$ cat config.mk
export PLATFORM = sky130hd
export DESIGN_NAME = uart_ctrl_regs_flat
export DESIGN_NICKNAME = d
export VERILOG_FILES = /design/src/rtl/uart_ctrl_regs_if.sv /design/src/rtl/uart_ctrl_regs.sv /design/src/flat_wrapper.sv
export SDC_FILE = /design/constraint.sdc
export NUM_CORES = 1
export LEC_CHECK = 0
export CORE_UTILIZATION = 45
export DETAILED_ROUTE_END_ITERATION = 10
export GPL_ROUTABILITY_DRIVEN = 1
export PLACE_DENSITY = 0.69
export SLEW_MARGIN = 5
export SYNTH_ARGS = -nofsm -noshare
export SYNTH_HDL_FRONTEND = slang
export SYNTH_SLANG_ARGS = --single-unit
$ cat constraint.sdc
create_clock -name clk -period 3.78 [get_ports clk]
set_input_delay 0.756 -clock clk [delete_from_list [all_inputs] [get_ports clk]]
set_output_delay 0.756 -clock clk [all_outputs]
set_load 0.005 [all_outputs]
$ cat src/rtl/uart_ctrl_regs_if.sv
// Memory-mapped register bus between a CPU-side master and the UART control block.
// The master drives address/data/strobes; the slave returns read data and a one-cycle ready.
interface uart_ctrl_regs_if;
    logic [31:0] daddr_i;
    logic [31:0] dwdata_i;
    logic [3:0]  dstrb_i;
    logic        dwrite_i;
    logic        dvalid_i;
    logic [31:0] drdata_o;
    logic        dready_o;

    modport master (
        output daddr_i, dwdata_i, dstrb_i, dwrite_i, dvalid_i,
        input  drdata_o, dready_o
    );

    modport slave (
        input  daddr_i, dwdata_i, dstrb_i, dwrite_i, dvalid_i,
        output drdata_o, dready_o
    );
endinterface

$ cat src/rtl/uart_ctrl_regs.sv
// UART control/status register block with TX and RX byte FIFOs behind a simple valid/ready bus.
// Define UART_IRQ_EN to build the IRQ_EN/IRQ_STAT registers and the irq_o interrupt output.
module uart_ctrl_regs #(
    parameter logic [31:0] BASE_ADDR    = 32'h4000_0000,
    parameter int          DEPTH        = 8,
    parameter logic [31:0] BAUD_DIV_RST = 32'd0
) (
    input  logic                clk,
    input  logic                rst_n,
    uart_ctrl_regs_if.slave     bus,
    input  logic                tx_rd_en_i,
    output logic [7:0]          tx_data_o,
    output logic                tx_empty_o,
    input  logic                rx_wr_en_i,
    input  logic [7:0]          rx_data_i,
    output logic                rx_full_o,
    output logic                tx_en_o,
    output logic                rx_en_o,
    output logic                parity_en_o,
    output logic                parity_odd_o,
    output logic [1:0]          data_bits_o,
    output logic [31:0]         baud_div_o,
    output logic                irq_o
);
    localparam int          LW  = $clog2(DEPTH) + 1;
    localparam int          PW  = $clog2(DEPTH);
    localparam logic [31:0] BAD = 32'hDEAD_DEAD;

    localparam logic [7:0] A_TXDATA   = 8'h00;
    localparam logic [7:0] A_RXDATA   = 8'h04;
    localparam logic [7:0] A_CTRL     = 8'h08;
    localparam logic [7:0] A_STATUS   = 8'h0C;
    localparam logic [7:0] A_BAUD     = 8'h10;
    localparam logic [7:0] A_IRQ_EN   = 8'h14;
    localparam logic [7:0] A_IRQ_STAT = 8'h18;
    localparam logic [7:0] A_WM       = 8'h1C;

    typedef enum logic {IDLE, ACK} state_t;
    state_t state, state_next;

    logic [5:0]  ctrl;
    logic [31:0] baud;
    logic [7:0]  tx_wm, rx_wm;
    logic        ovr;
    logic [31:0] rdata, rd_mux;

    logic [7:0]    tx_mem [DEPTH];
    logic [PW-1:0] tx_wp, tx_rp;
    logic [LW-1:0] tx_level;
    logic [7:0]    rx_mem [DEPTH];
    logic [PW-1:0] rx_wp, rx_rp;
    logic [LW-1:0] rx_level;

    logic       hit, is_wr, stall, accept, wr_acc;
    logic [7:0] off, tx_mask;
    logic       tx_full, tx_empty, rx_full, rx_empty;
    logic       tx_push, tx_pop, rx_push, rx_pop, ovr_set;
    logic       unused_bits;

    assign hit    = bus.dvalid_i && (bus.daddr_i[31:16] == BASE_ADDR[31:16]);
    assign off    = bus.daddr_i[7:0];
    assign is_wr  = bus.dwrite_i;
    assign wr_acc = accept && is_wr;
    assign unused_bits = ^{bus.dstrb_i, bus.daddr_i[15:8]};

    assign tx_full  = (tx_level == LW'(DEPTH));
    assign tx_empty = (tx_level == '0);
    assign rx_full  = (rx_level == LW'(DEPTH));
    assign rx_empty = (rx_level == '0);

    // Stall decisions use registered levels only, so a same-cycle UART pop never unblocks a write early.
    assign stall = (is_wr && off == A_TXDATA && tx_full) || (!is_wr && off == A_RXDATA && rx_empty);

    assign tx_push = wr_acc && off == A_TXDATA;
    assign tx_pop  = tx_rd_en_i && !tx_empty;
    assign rx_pop  = accept && !is_wr && off == A_RXDATA;
    assign rx_push = rx_wr_en_i && (!rx_full || rx_pop);
    assign ovr_set = rx_wr_en_i && rx_full && !rx_pop;
    assign tx_mask = 8'hFF >> (2'd3 - ctrl[5:4]);

    always_ff @(posedge clk) begin
        if (!rst_n) state <= IDLE;
        else        state <= state_next;
    end

    always_comb begin
        state_next = state;
        accept     = 1'b0;
        case (state)
            IDLE: if (hit && !stall) begin
                accept     = 1'b1;
                state_next = ACK;
            end
            ACK:     state_next = IDLE;
            default: state_next = IDLE;
        endcase
    end

    // FIFO storage carries no reset; pointers and levels define what is valid.
    always_ff @(posedge clk) begin
        if (rst_n && tx_push) tx_mem[tx_wp] <= bus.dwdata_i[7:0] & tx_mask;
        if (rst_n && rx_push) rx_mem[rx_wp] <= rx_data_i;
    end

    always_ff @(posedge clk) begin
        if (!rst_n) begin
            tx_wp <= '0; tx_rp <= '0; tx_level <= '0;
            rx_wp <= '0; rx_rp <= '0; rx_level <= '0;
        end else begin
            if (tx_push) tx_wp <= tx_wp + 1'b1;
            if (tx_pop)  tx_rp <= tx_rp + 1'b1;
            case ({tx_push, tx_pop})
                2'b10:   tx_level <= tx_level + 1'b1;
                2'b01:   tx_level <= tx_level - 1'b1;
                default: tx_level <= tx_level;
            endcase
            if (rx_push) rx_wp <= rx_wp + 1'b1;
            if (rx_pop)  rx_rp <= rx_rp + 1'b1;
            case ({rx_push, rx_pop})
                2'b10:   rx_level <= rx_level + 1'b1;
                2'b01:   rx_level <= rx_level - 1'b1;
                default: rx_level <= rx_level;
            endcase
        end
    end

`ifdef UART_IRQ_EN
    logic [2:0] irq_en, irq_stat, irq_set, irq_clr;
    logic       irq_q;

    assign irq_set = {ovr_set && !ovr,
                      32'(rx_level) >= 32'(rx_wm),
                      32'(tx_level) <= 32'(tx_wm)};
    assign irq_clr = (wr_acc && off == A_IRQ_STAT) ? bus.dwdata_i[2:0] : 3'b000;

    always_ff @(posedge clk) begin
        if (!rst_n) begin
            irq_en   <= '0;
            irq_stat <= '0;
            irq_q    <= 1'b0;
        end else begin
            if (wr_acc && off == A_IRQ_EN) irq_en <= bus.dwdata_i[2:0];
            irq_stat <= (irq_stat & ~irq_clr) | irq_set;
            irq_q    <= |(irq_stat & irq_en);
        end
    end
    assign irq_o = irq_q;
`else
    assign irq_o = 1'b0;
`endif

    always_comb begin
        rd_mux = BAD;
        case (off)
            A_RXDATA:   rd_mux = {24'h0, rx_mem[rx_rp]};
            A_CTRL:     rd_mux = {26'h0, ctrl};
            A_STATUS:   rd_mux = {8'h0, 8'(rx_level), 8'(tx_level), 3'b000,
                                  ovr, rx_empty, rx_full, tx_empty, tx_full};
            A_BAUD:     rd_mux = baud;
            A_WM:       rd_mux = {16'h0, rx_wm, tx_wm};
`ifdef UART_IRQ_EN
            A_IRQ_EN:   rd_mux = {29'h0, irq_en};
            A_IRQ_STAT: rd_mux = {29'h0, irq_stat};
`endif
            default:    rd_mux = BAD;
        endcase
    end

    always_ff @(posedge clk) begin
        if (!rst_n) begin
            ctrl  <= '0;
            baud  <= BAUD_DIV_RST;
            tx_wm <= '0;
            rx_wm <= '0;
            ovr   <= 1'b0;
            rdata <= '0;
        end else begin
            if (wr_acc) begin
                case (off)
                    A_CTRL: ctrl <= bus.dwdata_i[5:0];
                    A_BAUD: baud <= bus.dwdata_i;
                    A_WM: begin
                        rx_wm <= bus.dwdata_i[15:8];
                        tx_wm <= bus.dwdata_i[7:0];
                    end
                    default: ;
                endcase
            end
            // A new overrun in the same cycle as its W1C keeps the flag set.
            if (ovr_set)                                             ovr <= 1'b1;
            else if (wr_acc && off == A_STATUS && bus.dwdata_i[4])   ovr <= 1'b0;
            rdata <= (accept && !is_wr) ? rd_mux : 32'h0;
        end
    end

    assign bus.dready_o = (state == ACK);
    assign bus.drdata_o = rdata;
    assign tx_data_o    = tx_mem[tx_rp];
    assign tx_empty_o   = tx_empty;
    assign rx_full_o    = rx_full;
    assign tx_en_o      = ctrl[0];
    assign rx_en_o      = ctrl[1];
    assign parity_en_o  = ctrl[2];
    assign parity_odd_o = ctrl[3];
    assign data_bits_o  = ctrl[5:4];
    assign baud_div_o   = baud;
endmodule

$ cat src/flat_wrapper.sv
// flat-port wrapper written by rule: the top's interface ports become plain ports
module uart_ctrl_regs_flat 
#(
    parameter logic [31:0] BASE_ADDR    = 32'h4000_0000,
    parameter int          DEPTH        = 8,
    parameter logic [31:0] BAUD_DIV_RST = 32'd0
)
  (clk, rst_n, tx_rd_en_i, tx_data_o, tx_empty_o, rx_wr_en_i, rx_data_i, rx_full_o, tx_en_o, rx_en_o, parity_en_o, parity_odd_o, data_bits_o, baud_div_o, irq_o, bus_daddr_i, bus_dwdata_i, bus_dstrb_i, bus_dwrite_i, bus_dvalid_i, bus_drdata_o, bus_dready_o);
  uart_ctrl_regs_if bus_i ();
  input  logic clk;
  input  logic rst_n;
  input  logic tx_rd_en_i;
  output logic [7:0] tx_data_o;
  output logic tx_empty_o;
  input  logic rx_wr_en_i;
  input  logic [7:0] rx_data_i;
  output logic rx_full_o;
  output logic tx_en_o;
  output logic rx_en_o;
  output logic parity_en_o;
  output logic parity_odd_o;
  output logic [1:0] data_bits_o;
  output logic [31:0] baud_div_o;
  output logic irq_o;
  input wire logic [$bits(bus_i.daddr_i)-1:0] bus_daddr_i;
  input wire logic [$bits(bus_i.dwdata_i)-1:0] bus_dwdata_i;
  input wire logic [$bits(bus_i.dstrb_i)-1:0] bus_dstrb_i;
  input wire logic [$bits(bus_i.dwrite_i)-1:0] bus_dwrite_i;
  input wire logic [$bits(bus_i.dvalid_i)-1:0] bus_dvalid_i;
  output wire logic [$bits(bus_i.drdata_o)-1:0] bus_drdata_o;
  output wire logic [$bits(bus_i.dready_o)-1:0] bus_dready_o;
  assign bus_i.daddr_i = bus_daddr_i;
  assign bus_i.dwdata_i = bus_dwdata_i;
  assign bus_i.dstrb_i = bus_dstrb_i;
  assign bus_i.dwrite_i = bus_dwrite_i;
  assign bus_i.dvalid_i = bus_dvalid_i;
  assign bus_drdata_o = bus_i.drdata_o;
  assign bus_dready_o = bus_i.dready_o;
  uart_ctrl_regs #(.BASE_ADDR(BASE_ADDR), .DEPTH(DEPTH), .BAUD_DIV_RST(BAUD_DIV_RST)) u_core (.clk(clk), .rst_n(rst_n), .bus(bus_i), .tx_rd_en_i(tx_rd_en_i), .tx_data_o(tx_data_o), .tx_empty_o(tx_empty_o), .rx_wr_en_i(rx_wr_en_i), .rx_data_i(rx_data_i), .rx_full_o(rx_full_o), .tx_en_o(tx_en_o), .rx_en_o(rx_en_o), .parity_en_o(parity_en_o), .parity_odd_o(parity_odd_o), .data_bits_o(data_bits_o), .baud_div_o(baud_div_o), .irq_o(irq_o));
endmodule
# Word level (Yosys, flattened, before mapping)
# Memory sizes are Yosys's and may differ from the RTL's. A register that Yosys moved wholly into a read port is not among the register bits.
# Index checks and enable logic that the tools add are counted.
[totals]
n_memories = 2
in_bits = 82
elab_cells = 90
ff_bits = 108
ram_bits = 128
rom_bits = 0
latch_bits = 0
output_inout_bits = 82
[mem_list]
columns = ["memory", "depth", "word_bits", "rd", "rd_ports_with_merged_regs", "wr", "line_no", "text"]
rows = [
  ["u_core.rx_mem", 8, 8, 1, 1, 1, "uart_ctrl_regs.sv:50", "logic [7:0] rx_mem [DEPTH];"],
  ["u_core.tx_mem", 8, 8, 1, 1, 1, "uart_ctrl_regs.sv:47", "logic [7:0] tx_mem [DEPTH];"],
]
[classes]
order_cmp = 0
n_eq_ne = 12
bitwise = 2
div = 0
shift = 1
mul = 0
n_addsub = 9
reduce_logical = 35
mux = 16
[op_table]
columns = ["operator", "count"]
rows = [
  ["one-hot mux 32 bit (5 select lines)", 1],
  ["logical AND 1 bit", 18],
  ["equality test 16 x 15 -> 1 bit (second input constant)", 1],
  ["equality test 8 x 4 -> 1 bit (second input constant)", 2],
  ["equality test 8 x 5 -> 1 bit (second input constant)", 2],
  ["one-hot mux 4 bit (2 select lines)", 2],
  ["adder 3 x 1 -> 3 bit (second input constant)", 4],
  ["two-way mux 3 bit", 4],
  ["adder 4 x 1 -> 4 bit (second input constant)", 2],
  ["AND 8 bit", 1],
  ["equality test 4 bit (second input constant)", 2],
  ["equality test 8 x 3 -> 1 bit (second input constant)", 1],
  ["logical NOT 4 bit", 2],
  ["logical NOT 8 bit", 1],
  ["two-way mux 1 bit", 8],
  ["AND reduction 2 bit", 4],
  [">> shifter 8 x 2 -> 8 bit (first input constant)", 1],
  ["subtractor 4 x 1 -> 4 bit (second input constant)", 2],
  ["nonzero test 2 bit", 3],
  ["logical NOT 1 bit", 5],
  ["equality test 2 x 1 -> 1 bit (second input constant)", 2],
  ["equality test 2 bit (second input constant)", 2],
  ["logical OR 1 bit", 2],
  ["one-hot mux 1 bit (2 select lines)", 1],
  ["other kinds (2)", 2],
]

# Longest topological paths before layout
# Gate-level depths: netlist (run 1).
[depth]
word_depth = 15
mapped_depth = 12

# Least setup slack after synthesis (run 1)
# OpenSTA, ideal clock, no wires.
[synth_timing]
path_type = "input port to flip-flop"
from = "input port bus_daddr_i[5]"
to = "register u_core.tx_level[3]"
setup_time_ns = 0.076
n_path_buf = 1
path_slack_ns = 0.424
arrival_ns = 3.280
path_stages = 12
cell_sequence = "or3_1 buf_6 nor4b_1 and2_1 nand2_1 ha_1 ha_1 a21o_1 a21oi_1 xnor2_1 or3_1 a21boi_0"
[synth_between]
elab_chain_len = 12
[synth_rtl]
columns = ["item", "line_no", "text"]
rows = [
  ["start: declaration", "flat_wrapper.sv:25", "input wire logic [$bits(bus_i.daddr_i)-1:0] bus_daddr_i;"],
  ["equality test 8 x 3 -> 1 bit / logical NOT 8 bit (equally long branches)", "uart_ctrl_regs.sv:72, uart_ctrl_regs.sv:74", ""],
  ["logical AND 1 bit (2 in a row)", "uart_ctrl_regs.sv:72", "assign stall = (is_wr && off == A_TXDATA && tx_full) || (!is_wr && off == A_RXDATA && rx_empty);"],
  ["logical OR 1 bit", "uart_ctrl_regs.sv:72", ""],
  ["logical NOT 1 bit", "uart_ctrl_regs.sv:90", "IDLE: if (hit && !stall) begin"],
  ["logical AND 1 bit", "uart_ctrl_regs.sv:90", ""],
  ["two-way mux 1 bit", "uart_ctrl_regs.sv:90", ""],
  ["two-way mux 1 bit", "uart_ctrl_regs.sv:89", "case (state)"],
  ["logical AND 1 bit", "uart_ctrl_regs.sv:63", "assign wr_acc = accept && is_wr;"],
  ["logical AND 1 bit (*)", "uart_ctrl_regs.sv:74", "assign tx_push = wr_acc && off == A_TXDATA;"],
  ["equality test 2 x 1 -> 1 bit / equality test 2 bit (equally long branches)", "uart_ctrl_regs.sv:112", "case ({tx_push, tx_pop})"],
  ["one-hot mux 4 bit (2 select lines) / nonzero test 2 bit (equally long branches)", "--", ""],
  ["end signal: assignment", "uart_ctrl_regs.sv:113", "2'b10: tx_level <= tx_level + 1'b1;"],
  ["end signal: assignment", "uart_ctrl_regs.sv:114", "2'b01: tx_level <= tx_level - 1'b1;"],
  ["end signal: assignment", "uart_ctrl_regs.sv:115", "default: tx_level <= tx_level;"],
  ["end: declaration", "uart_ctrl_regs.sv:49", "logic [LW-1:0] tx_level;"],
]
# Mark *: on every way between the ends. The rest lies on a longest branch, timed or not.
# A chain may end at the register's enable or synchronous reset.

==> results.cfg, run 1 <==
[place]
dp_hpwl_microns = 15700
post-place-ws_ps = 107
portBuffers = 150
routabilityCongestion = 0.824

[timing]
fin_ws_ps = 529
finalCritPeriodShare_pct = 86.0
rsz0062_at_grt = false
timing.setup.tns_ps = 0
slew_headroom_pct = 47.0
fmax_mhz = 308
slew_violations = 0
hold_violations = 0
finalCriticalPeriod_ps = 3250
skew_ps = 9.75
worst_pin_slew_ps = 794
setup_viol = 0

[clock_tree]
cts_resized = 0
cts_sinks = 242
clk_path_buf_depth = 3
cts_tree = built
cts_root_buf = clkbuf_16
hold_buffers = 0
clock_latency_ps = 510
path_clk_slew_ps = 60
postCtsSetupBuffers = 0
cts-buffers-inserted = 25
h-tree-depth = 1

[routing]
drt_iter0_drc = 527
vias = 6476
first_pass_iters = 5
route.detailed.drc = 0
wire_per_inst_microns = 19.0
vias_per_cell = 5.42
drt-total-wl_microns = 22700
final_antenna_net_count = 0

[power]
power_mw = 5.30
leakage_nw = 4.20
ir_drop_uv = 280
p_per_area_nw_per_um2 = 422

[floorplanning]
core_sq_um = 21100
dieHeight_microns = 149
die_x_microns = 149
ioPinCount = 164
die_area_sq_um = 22200
rows = 53
initial_core_util_pct = 46.1

[logic_synthesis]
synth.most_common_cell = edfxtp_1
synth_compound_area_share_pct = 5.69
yosys.area.top_type_share_pct = 39.5
ys_seq_elements = 242
synth_cell_types = 55
synth_top_area_cell = edfxtp_1
synthMuxAreaShare_pct = 13.9
avgSynthCellArea_sq_um = 13.6
synth_xor_area_share_pct = 0.901
synth_top_family_by_area = multiplexers
synth-async-reset-ratio_pct = 0
synthAdderAreaFrac_pct = 1.49
syn_nets = 808
syn_area_sq_um = 9720
synthSimpleGateAreaFrac_pct = 12.5
netlist_top_cells_area = edfxtp_1 40%, dfxtp_1 23%, mux4_2 7.4%
synth_common_cells = 128 x edfxtp_1, 114 x dfxtp_1, 76 x nand2_1
yosysSeqAreaShare_pct = 63.0
syn_inst = 715
ys.flop_type = edfxtp_1
yosysWarningCount = 0
synth-edff-count = 128

[worst_setup_path]
r2r_cells = 11
cp-end-kind = output pin
crit_type = reg -> out
crit_required_ps = 3020
critPathLaunchType = register
worstPathArrival_ps = 2490
crit_fanout = 16

[global_routing]
grt_overflow = 0
grt_pass1_vias = 6367
grt_first_pass_wirelength_microns = 34900
grt_max_degree = 50
antenna_found_initial = 0
grt_use_total_pct = 20.6

[worst_hold_path]
hold_depth = 2
hold_path_class = reg -> reg

[status]
status = finished clean

[finish]
syn2layout_area_growth_pct = 29.1
nets = 995
num_antenna_cells = 0
fill_cells = 1690
drive_gt1_share_pct = 16.1

[job]
cap_violations = 0
[worst paths after layout]
check                     start                  to  slack, ps
min             u_core.rx_wm[6]     u_core.rx_wm[6]        460
max reg2reg  u_core.rx_level[0]  u_core.rx_level[3]        980
min reg2reg     u_core.rx_wm[6]     u_core.rx_wm[6]        460
max                    register        tx_data_o[2]        530
[final cells by class]
cell class / count / area (sq um) / area share, %
sequential: 242 / 6130 / 48.8
tap: 275 / 344 / 2.74
clock buffer: 32 / 693 / 5.52
clock inverter: 12 / 80.1 / 0.638
timing repair buffer: 203 / 1890 / 15.1
multi-input combinational: 421 / 3380 / 26.9
inverter: 9 / 33.8 / 0.269
[layout by cell type (no fill, tap or decap), types with 8 or more instances in the layout]
cell and count:
dfxtp_1 114, nand2_1 76, ha_1 10, a21oi_1 16, mux4_2 32, a22oi_1 8
o21ai_1 17, and2_1 12, clkbuf_16 26, a221oi_1 8, nor4_1 9, a31oi_1 9
nor2_1 22, edfxtp_1 128, mux2i_1 45, nor3_1 10, clkdlybuf4s50_1 149, clkinv_1 9
o21ai_0 10, mux2_2 16, nand3_1 22, nor2b_1 26, buf_4 53
[power by group]
group	internal (mW)	switching (mW)	total [mW]
logic	0.106	0.0970	0.203
clock network	1.35	0.956	2.31
registers	2.77	0.0111	2.78
total	4.23	1.06	5.30
[routing by layer]
layer	vias up	track usage [%]	share of wire (%)
li1	3060	-	-
met1	3199	28.4	44
met2	181	33.7	48
met3	36	3.70	5.6
met4	0	5.51	2.4
met5	-	0	0
[stage by stage]
step | std cells | utilization, % | hold WS [ps] | cell area, sq um
2_1_floorplan | 715 | - | 437 | 9720
3_3_place_gp | 1150 | 55.9 | 444 | 11800
4_1_cts | 1194 | 59.5 | 458 | 12600
6_report | 1194 | 59.5 | 456 | 12600
3_5_place_dp | 1150 | 55.9 | 450 | 11800
5_1_grt | 1194 | 59.5 | 479 | 12600
[logic make-up (layout without fill, tap and decap cells)]
group | Yosys count | after routing
DFF | 242 | 242
and+or+nand+nor | 221 | 221
muxes | 93 | 93
AOI/OAI and AO/OA | 85 | 85
buffers and inverters | 52 | 256
adders and majority gates | 11 | 11
xor gates and xnor gates | 10 | 10
other | 1 | 1
[state kept, by name (all words and copies together) (netlist names), 3 cells and up, named ones only]
name and flops:
u_core.rx_level 4, u_core.tx_wp 3, u_core.tx_rp 3, u_core.tx_level 4, u_core.bus.drdata_o 32, u_core.rx_wp 3, u_core.rx_mem 64, u_core.ctrl 6
u_core.baud_div_o 32, u_core.rx_rp 3, u_core.tx_wm 8, u_core.rx_wm 8, u_core.tx_mem 64
[worst max-delay path, cell delays in order (launching register included)]
cell and delay [ps]:
dfxtp_1 830, mux4_2 420, mux2_2 290, clkdlybuf4s50_1 450
No activity file was read; power rests on OpenSTA's default activity.
==> inputs of run 2 (changes only) <==
Settings changed: PLACE_DENSITY 0.69 to 0.72.
Clock period 3.78 ns to 2.66 ns, I/O delays scaled along.
==> run 2 against run 1 <==
  * Final cell count increased by 3.9%
  * First-iteration DRC count decreased by 23%
  * Hold slack got worse by 14 ps
  * Critical endpoint unchanged
==> results.cfg, run 2 (same netlist as run 1, synthesis figures left out) <==
[timing]
slew_headroom_pct = 65.1
fin_ws_ps = 38.6
fmax_mhz = 381
hold_violations = 0
worst_pin_slew_ps = 523
finalCriticalPeriod_ps = 2620
skew_ps = 15.7
slew_violations = 0
setup_viol = 0
timing.setup.tns_ps = 0
fin_worst_hold_slack_ps = 442
finalCritPeriodShare_pct = 98.5

[floorplanning]
rows = 53
die_area_sq_um = 22200
die_x_microns = 149
core_sq_um = 21100
initial_core_util_pct = 46.1
ioPinCount = 164
dieHeight_microns = 149

[routing]
drt_iter0_drc = 405
wire_per_inst_microns = 19.1
first_pass_iters = 6
route.detailed.drc = 0
vias_per_cell = 5.42
vias = 6725
drt-total-wl_microns = 23700
final_antenna_net_count = 0

[finish]
syn2layout_area_growth_pct = 36.8
fill_cells = 1598
drive_gt1_share_pct = 24.1
nets = 1043
num_antenna_cells = 0
fin_area_sq_um = 13300
final_cell_mix = 128 x edfxtp_1, 121 x clkdlybuf4s50_1, 113 x dfxtp_1, 84 x buf_4, 75 x nand2_1
utilization_pct = 63.1
final_common_cell = edfxtp_1
finalNonFillerCells = 1241
top_regs = u_core.rx_mem x64, u_core.tx_mem x64

[status]
status = finished clean

[clock_tree]
cts_sinks = 242
clk_path_buf_depth = 3
cts_tree = built
clock_latency_ps = 510
h-tree-depth = 1
hold_buffers = 0
path_clk_slew_ps = 60
cts-buffers-inserted = 25
cts_root_buf = clkbuf_16

[power]
ir_drop_uv = 405
p_per_area_nw_per_um2 = 590
power_mw = 7.85
leakage_nw = 4.64

[worst_setup_path]
cp-end-kind = output pin
critPathLaunchType = register
crit_fanout = 6
r2r_end = u_core.rx_level[2]
rr_startpoint = u_core.rx_level[3]
worstPathArrival_ps = 2090
crit_type = reg -> out
ff2ff_setup_slack_ps = 110
r2r_cells = 11
crit_required_ps = 2130

[place]
portBuffers = 150
placed_cell_area_sq_um = 12200
dp_hpwl_microns = 16300
routabilityCongestion = 0.826
post-place-ws_ps = -945
numPlacedInstances = 1186

[worst_hold_path]
hold_depth = 2
min_from = rst_n
hold_path_class = in -> reg

[global_routing]
grt_use_total_pct = 21.7
grt_max_degree = 51
antenna_found_initial = 0
use_met1_pct = 29.2
grt-busiest-layer = met2
grt_first_pass_wirelength_microns = 36800
gr-usage-met3_pct = 3.46
grt_pass1_vias = 6706
met2_usage_pct = 36.0
grt_overflow = 0

[job]
cap_violations = 0
-- run 2: metal layers --
layer	vias up	wire length [microns]
met3	38	1360
met5	-	0
met1	3306	10100
met4	0	503
met2	237	11800
li1	3144	-
-- run 2: where the power goes --
part,leakage [nW],switching [mW],internal [mW]
clock network,0.409,1.39,2.19
registers,2.04,0.0116,3.94
logic,2.19,0.160,0.164
total,4.64,1.56,6.29
-- run 2: how the worst max path moves through the flow --
stage                    start                 end  slack (ps)
3_5_place_dp    bus_daddr_i[1]  u_core.rx_level[3]        -940
5_1_grt        bus_daddr_i[28]  u_core.rx_level[2]         -20
3_3_place_gp    bus_daddr_i[1]  u_core.rx_level[3]        -770
4_1_cts               register        tx_data_o[7]         -90
2_1_floorplan   bus_daddr_i[5]  u_core.rx_level[2]        -270
6_report              register        tx_data_o[2]          40
-- run 2: what timing repair did --
action,4_1_cts,5_1_grt
setup buffers,11,2
gates cloned,1,0
gates resized for setup,62,21
pin swaps,17,13
setup endpoints to repair,40,10
-- run 2: layout make-up --
class / count / area, sq um / area share (%)
Tap cell: 275 / 344 / 2.59
Sequential cell: 242 / 6130 / 46.1
Inverter: 9 / 33.8 / 0.254
Clock buffer: 33 / 686 / 5.15
Clock inverter: 10 / 150 / 1.13
Multi-Input combinational cell: 421 / 3600 / 27.1
Timing Repair Buffer: 251 / 2360 / 17.7
-- run 2: critical path, cell delays in order (launching register included) --
cell           delay [ps]
dfxtp_4               400
buf_12                140
mux4_2                490
mux2_2                290
dlygate4sd2_1         270
==> inputs of run 3 (changes only) <==
--- a/config.mk
+++ b/config.mk
@@ -7,2 +7,3 @@
 export LEC_CHECK = 0
+export ABC_AREA = 1
 export CORE_UTILIZATION = 45
@@ -15 +16,2 @@
 export SYNTH_SLANG_ARGS = --single-unit
+export TNS_END_PERCENT = 1
==> constraint.sdc (replaced) <==
create_clock -name clk -period 2.66 [get_ports clk]
set_input_delay 0.266 -clock clk [delete_from_list [all_inputs] [get_ports clk]]
set_output_delay 0.266 -clock clk [all_outputs]
set_load 0.005 [all_outputs]
==> run 3 against run 2 <==
  * Largest power group unchanged
  * Critical path type unchanged
  * Die area rose by 2.1%
  * Maximum frequency rose by 5.6%
  * First-iteration DRC count rose by 41%
  * Combinational power rose to 4.2 times the previous value
  * Count of clock-buffer cells in the layout rose by 7
==> results.cfg, run 3 <==
[routing]
drt_iter0_drc = 571
maxUsedRoutingLayer = met4
final_antenna_net_count = 0
wl_met3_microns = 1240
drt-total-wl_microns = 24400
vias_per_cell = 5.02
met1_length_microns = 10400
wire_per_inst_microns = 15.2
route.detailed.drc = 0
wl_met2_microns = 11900
vias = 8036
first_pass_iters = 5

[clock_tree]
cts-buffers-inserted = 26
h-tree-depth = 1
hold_buffers = 0
clock_latency_ps = 530
cts_root_buf = clkbuf_16
cts_tree = built
cts_sinks = 242
clk_path_buf_depth = 3
path_clk_slew_ps = 60
postCtsSetupBuffers = 0
cts_resized = 1

[logic_synthesis]
ys.flop_type = edfxtp_1
yosys.area.top_type_share_pct = 38.7
synth-edff-count = 128
synth.most_common_cell = nor2_1
syn_nets = 1208
synth_top_area_cell = edfxtp_1
syn_inst = 1115
syn_area_sq_um = 9930
yosysWarningCount = 0
synth-async-reset-ratio_pct = 0
synth_cell_types = 32
yosysSeqAreaShare_pct = 61.7
ys_seq_elements = 242
synth_common_cells = 298 x nor2_1, 200 x nand2_1, 128 x edfxtp_1
avgSynthCellArea_sq_um = 8.91
netlist_top_cells_area = edfxtp_1 39%, dfxtp_1 23%, nor2_1 11%

[worst_setup_path]
worst_path_largest_cell_delay_ps = 530
crit_slowest_cell = clkdlybuf4s50_1
path_cells = inv_1, buf_8, nor2_1, o22ai_1, nor2_1, a31oi_1, clkdlybuf4s50_1
crit_type = reg -> out
cp_common_cell = nor2_1
rr_startpoint = u_core.rx_level[2]
crit_fanout = 32
critPathLaunchType = register
worstPathArrival_ps = 2220
cp-end-kind = output pin
crit_required_ps = 2390

[floorplanning]
core_sq_um = 21400
rows = 53
die_area_sq_um = 22700
initial_core_util_pct = 46.5
dieHeight_microns = 151
ioPinCount = 164
die_x_microns = 151

[finish]
drive_gt1_share_pct = 8.59
multi_input_area_sq_um = 3250
utilization_pct = 60.4
final_cell_mix = 298 x nor2_1, 200 x nand2_1, 149 x clkdlybuf4s50_1, 128 x edfxtp_1, 112 x dfxtp_1
register_area_sq_um = 6130
top_regs = u_core.rx_mem x64, u_core.tx_mem x64
fill_cells = 1779
final_common_cell = nor2_1
num_antenna_cells = 0
syn2layout_area_growth_pct = 29.8
nets = 1400

[global_routing]
grt_first_pass_wirelength_microns = 38300
grt_overflow = 0
grt_pass1_vias = 7633
antenna_found_initial = 0
grt_use_total_pct = 21.7
grt_max_degree = 59

[worst_hold_path]
min_from = rst_n
hold_path_class = in -> reg

[power]
p_per_area_nw_per_um2 = 678
power_mw = 8.74
ir_drop_uv = 504
leakage_nw = 5.23

[place]
dp_hpwl_microns = 16800
routabilityCongestion = 0.935
portBuffers = 150
post-place-ws_ps = -246

[timing]
fmax_mhz = 403
fin_worst_hold_slack_ps = 60.0
slew_violations = 0
finalCriticalPeriod_ps = 2480
skew_ps = 14.7
fin_ws_ps = 178
setup_viol = 0
slew_headroom_pct = 61.4
rsz0062_at_grt = false
hold_violations = 0
finalCritPeriodShare_pct = 93.3
worst_pin_slew_ps = 579

[status]
status = finished clean

[job]
cap_violations = 0
run 3: logic make-up after synthesis:
group,Yosys count,share of synthesized area (%)
AOI/OAI and AO/OA,170,9.34
xor gates and xnor gates,4,0.353
other,1,0.0378
adders and majority gates,11,1.46
and+or+nand+nor,541,21.4
buffers and inverters,146,5.73
DFF,242,61.7
run 3: layout make-up:
class | count | area share [%]
clock buffers | 40 | 5.71
well taps | 275 | 2.67
inverters | 97 | 2.83
clock inverters | 8 | 0.408
flip-flops and latches | 242 | 47.6
repair buffers | 213 | 15.6
multi-input cells | 727 | 25.3
run 3: critical path: cells and delay by family (launching register included):
kind / cells / cell delay (ps)
AOI/OAI and AO/OA: 2 / 360
buffers and inverters: 3 / 820
DFF: 1 / 380
and+or+nand+nor: 2 / 130
run 3: final timing paths:
| kind | endpoint | slack, ps | cells past startpoint |
|---|---|---|---|
| worst max-delay path | tx_data_o[3] | 180 | 7 |
| worst min-delay path | u_core.bus.dready_o | 60 | 3 |
| worst max register to register | u_core.rx_level[2] | 200 | 16 |
| worst min register to register | register | 470 | 2 |
run 3: routing by layer:
| layer | vias to the layer above | global-route usage (%) |
|---|---|---|
| met1 | 3731 | 27.7 |
| met3 | 48 | 2.94 |
| met2 | 228 | 36.9 |
| li1 | 4029 | - |
| met5 | - | 0 |
| met4 | 0 | 9.24 |
run 3: metrics by stage:
step	std cells	setup TNS [ps]	area, sq um
2_1_floorplan	1115	0	9930
3_3_place_gp	1554	-300	12100
3_5_place_dp	1554	-906	12100
4_1_cts	1602	0	12900
5_1_grt	1602	0	12900
6_report	1602	0	12900
run 3: report_power, final:
part           internal, mW  switching, mW  total (mW)
registers              4.00         0.0921        4.10
logic                 0.643          0.717        1.36
clock network          1.90           1.38        3.28
